File: src/rtl/sm_chk_pkg.sv
// Shared types and edge-table constants for the stimulus state machine checker.
// The stimulus machine has 11 legal state codes (0..10) and 18 legal edges.
package sm_chk_pkg;

  localparam int NUM_STATES = 11;
  localparam int NUM_EDGES  = 18;

  typedef enum logic [3:0] {
    ST_0  = 4'd0,
    ST_1  = 4'd1,
    ST_2  = 4'd2,
    ST_3  = 4'd3,
    ST_4  = 4'd4,
    ST_5  = 4'd5,
    ST_6  = 4'd6,
    ST_7  = 4'd7,
    ST_8  = 4'd8,
    ST_9  = 4'd9,
    ST_10 = 4'd10
  } state_e;

  localparam logic [3:0] MAX_STATE = 4'(NUM_STATES - 1);

  typedef enum logic [1:0] {
    ERR_NONE     = 2'd0,
    ERR_RANGE    = 2'd1,
    ERR_MISMATCH = 2'd2,
    ERR_EDGE     = 2'd3
  } err_code_e;

  typedef enum logic [1:0] {
    IDLE  = 2'd0,
    PRIME = 2'd1,
    CHECK = 2'd2,
    HALT  = 2'd3
  } fsm_e;

  // Edge coverage bit positions, named from->to.
  localparam logic [4:0] E_0_1  = 5'd0;
  localparam logic [4:0] E_1_2  = 5'd1;
  localparam logic [4:0] E_1_4  = 5'd2;
  localparam logic [4:0] E_2_3  = 5'd3;
  localparam logic [4:0] E_3_1  = 5'd4;
  localparam logic [4:0] E_3_5  = 5'd5;
  localparam logic [4:0] E_4_5  = 5'd6;
  localparam logic [4:0] E_5_1  = 5'd7;
  localparam logic [4:0] E_5_6  = 5'd8;
  localparam logic [4:0] E_6_7  = 5'd9;
  localparam logic [4:0] E_7_0  = 5'd10;
  localparam logic [4:0] E_7_8  = 5'd11;
  localparam logic [4:0] E_8_2  = 5'd12;
  localparam logic [4:0] E_8_4  = 5'd13;
  localparam logic [4:0] E_8_9  = 5'd14;
  localparam logic [4:0] E_8_10 = 5'd15;
  localparam logic [4:0] E_9_0  = 5'd16;
  localparam logic [4:0] E_10_0 = 5'd17;

  // A stimulus machine that wandered out of range is allowed to land back on 4.
  function automatic logic is_recovery(logic [3:0] from_state, logic [3:0] to_state);
    return (from_state > MAX_STATE) && (to_state == ST_4);
  endfunction

endpackage

File: src/rtl/sm_edge_decoder.sv
// Combinational lookup of a (from, to) state pair in the legal edge table.
// idx is only meaningful while legal is high; recover flags the out-of-range -> 4 escape.
module sm_edge_decoder
  import sm_chk_pkg::*;
(
  input  logic [3:0] from_state,
  input  logic [3:0] to_state,
  output logic       legal,
  output logic       recover,
  output logic [4:0] idx
);

  always_comb begin
    // NOTE: every output gets a default before the case so no path can infer a latch.
    legal   = 1'b1;
    idx     = '0;
    recover = is_recovery(from_state, to_state);
    case ({from_state, to_state})
      {ST_0,  ST_1 }: idx = E_0_1;
      {ST_1,  ST_2 }: idx = E_1_2;
      {ST_1,  ST_4 }: idx = E_1_4;
      {ST_2,  ST_3 }: idx = E_2_3;
      {ST_3,  ST_1 }: idx = E_3_1;
      {ST_3,  ST_5 }: idx = E_3_5;
      {ST_4,  ST_5 }: idx = E_4_5;
      {ST_5,  ST_1 }: idx = E_5_1;
      {ST_5,  ST_6 }: idx = E_5_6;
      {ST_6,  ST_7 }: idx = E_6_7;
      {ST_7,  ST_0 }: idx = E_7_0;
      {ST_7,  ST_8 }: idx = E_7_8;
      {ST_8,  ST_2 }: idx = E_8_2;
      {ST_8,  ST_4 }: idx = E_8_4;
      {ST_8,  ST_9 }: idx = E_8_9;
      {ST_8,  ST_10}: idx = E_8_10;
      {ST_9,  ST_0 }: idx = E_9_0;
      {ST_10, ST_0 }: idx = E_10_0;
      default:        legal = 1'b0;
    endcase
  end

endmodule

File: config.mk
export PLATFORM = sky130hd
export DESIGN_NAME = sm_edge_decoder
export DESIGN_NICKNAME = d
export VERILOG_FILES = /design/src/rtl/sm_chk_pkg.sv /design/src/rtl/sm_edge_decoder.sv
export SDC_FILE = /design/constraint.sdc
export NUM_CORES = 1
export LEC_CHECK = 0
export ABC_AREA = 1
export CORE_MARGIN = 4
export CORE_UTILIZATION = 25
export DETAILED_ROUTE_END_ITERATION = 16
export PLACE_DENSITY = 0.52
export SETUP_SLACK_MARGIN = 0.4
export SYNTH_ARGS = -nofsm -noshare
export SYNTH_HDL_FRONTEND = slang
export SYNTH_SLANG_ARGS = --single-unit
export TNS_END_PERCENT = 10
File: constraint.sdc
create_clock -name vclk -period 1.85
set_clock_uncertainty 0.1 [all_clocks]
set_input_delay 0.37 -clock vclk [all_inputs]
set_output_delay 0.37 -clock vclk [all_outputs]
set_load 0.03 [all_outputs]
==> impl_results.md <==
* MaxCap Viol Count at 0
* FFs & Latches at 0
* Cell with the most instances after synthesis: nand2_1
* Slew margin rel. at 87.5%
* Worst Path Arrival at 1.24 ns
* Minimum clock period at 1.71 ns
* N_diodes at 0
* Post-layout util at just over 60%
* CP Capture Type: primary output
* Num rows at 14
* Quantity of I/O buffers inserted on ports at 15
* Layout cell share with drive strength beyond 1 at 65.1%
* Post-synthesis net count at ~100
* Pleak at approximately 0.45 nW
* DRT Pass-1 Iters at 4
* Yosys top cell area share at between 30 and 40%
* DRC at 0
* Initial DRC Count at 8
* RSZ-0062 raised after global routing: yes
* CLK BUF at 0
* Area taken by multi-input logic gates at about 540 um2
* Initial Util at 26.5%
* Grt ovf at 0
* Worst slew pin tran at 0.186 ns
* Pin count of the biggest net entering global routing at 8
* Fin. Hold Viols at 0
* Routability Congestion at 0.877
* Routed Antenna Nets at 0
* Die extent in x at 48.2 um
* Largest area contributor in the netlist: nand2_1
* Fmax at 584 MHz
* # setup viols final at 0
* Post-synth top cells: 35 x nand2_1, 22 x nor2_1, 8 x inv_1
* Synth unique cells at 13
* Max IR drop VDD at 0.000115 V
* Synthesized cell area at 404 um2
* Reg area at 0 um2
* Fin crit share at 92.6%
* Status: completed
* Die height at between 40 and 50 um
* Fill count at between 150 and 200
* Core Box Area at ~1500 um2
* CP peak stage delay at 0.17 ns
* Drt wl/cell at between 10 and 15 um
* # IOs at 15
* Gr usage total at 14.9%
* Pre-CTS setup slack at -0.450 ns
* Number of global-route vias before repair at 619
* CP Data Required Time at 1.38 ns
* Final WL at between 1.5 and 2 mm
* Most used cell, CP: buf_4
* Register area share after synthesis at 0%
* Max Slew Vio Count at 0
* First-pass GRT wire length at about 2.6 mm
* DP Wirelength at 1.20 mm
* Nets at 136
* Critical-path top delay cell: a21oi_1
* PD cells at 166 nW/um2
* Mean Syn Cell Area at 4.30 um2
* Layout area overhead at 129%
* Area contributors post-synth: nand2_1 33%, nor2_1 20%, nor2_2 9.3%, nand3_1 8.7%, inv_1 7.4%
* DIE AREA at between 2000 and 2500 um2
* Vias at 671
* Via density at roughly 4.7
* Buf/Inv on CP at 4
* Mapped Cells at 94
* CP Launch Type: input port
* Cell Chain, Critical Path: buf_4 > inv_1 > nand2_1 > nor2_2 > buf_4 > a21oi_1 > nand3_1 > buf_6
* Setup ws final at 0.138 ns
* Worst-path maximum fanout at 4
* Hold Crit Class: input port to primary output
* Cell family with most CP delay: buffers and inverters
* WS Path Type: input port to primary output
* Ys Warns at 0
* Initial antenna violation count at 0
==> metrics by stage <==
stage,total power [mW],std cells,area [um2],hold WS [ns],setup TNS [ns]
2_1_floorplan,0.0499,94,432,0.787,0
4_1_cts,0.146,142,883,1.13,0
5_1_grt,0.166,142,927,1.14,0
6_report,0.154,142,927,1.13,0
3_3_place_gp,0.105,137,674,1.48,-2.79
3_5_place_dp,0.105,137,674,1.49,-2.83
==> layer usage <==
metal	part of all wire [%]	up-vias	wire [um]	track usage, %
li1	-	359	-	-
met1	45	301	692	18.7
met2	51	11	773	28.9
met3	3.7	0	57	0.738
met4	0	0	0	0.538
met5	0	-	0	0
==> cells by family (layout without fill, tap and decap cells) <==
logic type	after synthesis	count (layout)	synth area share [%]
and+or+nand+nor	76	76	80.2
buffers and inverters	13	45	12.1
AOI/OAI and AO/OA	5	5	7.74
==> final cells by class <==
class | instances | share of cell area, %
well taps | 16 | 2.16
inverters | 13 | 6.07
multi-input cells | 81 | 58.0
repair buffers | 32 | 33.7
==> power breakdown <==
group,internal [mW],switching (mW),leakage [nW],total (mW)
Sequential,0,0,0,0
Clock,0,0,0,0
Combinational,0.0707,0.0832,0.451,0.154
==> layout by cell type, fill, tap and decap left out, types with 2 or more instances in the layout <==
master	instances
nand2_1	20
buf_4	18
nor2_4	13
nand2_2	13
buf_6	10
nor2_1	9
inv_2	6
nor2_2	6
inv_1	4
nand3_2	4
inv_4	3
nand3_1	3
buf_8	3
nand2_4	2
a21oi_1	2
nand4_1	2
nand3b_1	2
==> path summary, 6_finish.rpt <==
kind | startpoint | end | cells past startpoint
hold / removal | from_state[2] | recover | 5
setup / recovery | from_state[3] | idx[2] | 8
==> timing repair <==
action | 4_1_cts | 5_1_grt
resized for setup | 98 | 11
hold buffers | 0 | 0
pin swaps | 24 | 7
endpoints found under the setup margin | 7 | 7
buffers inserted | 5 | 0
Note: power is estimated with default switching activity, not from simulation.
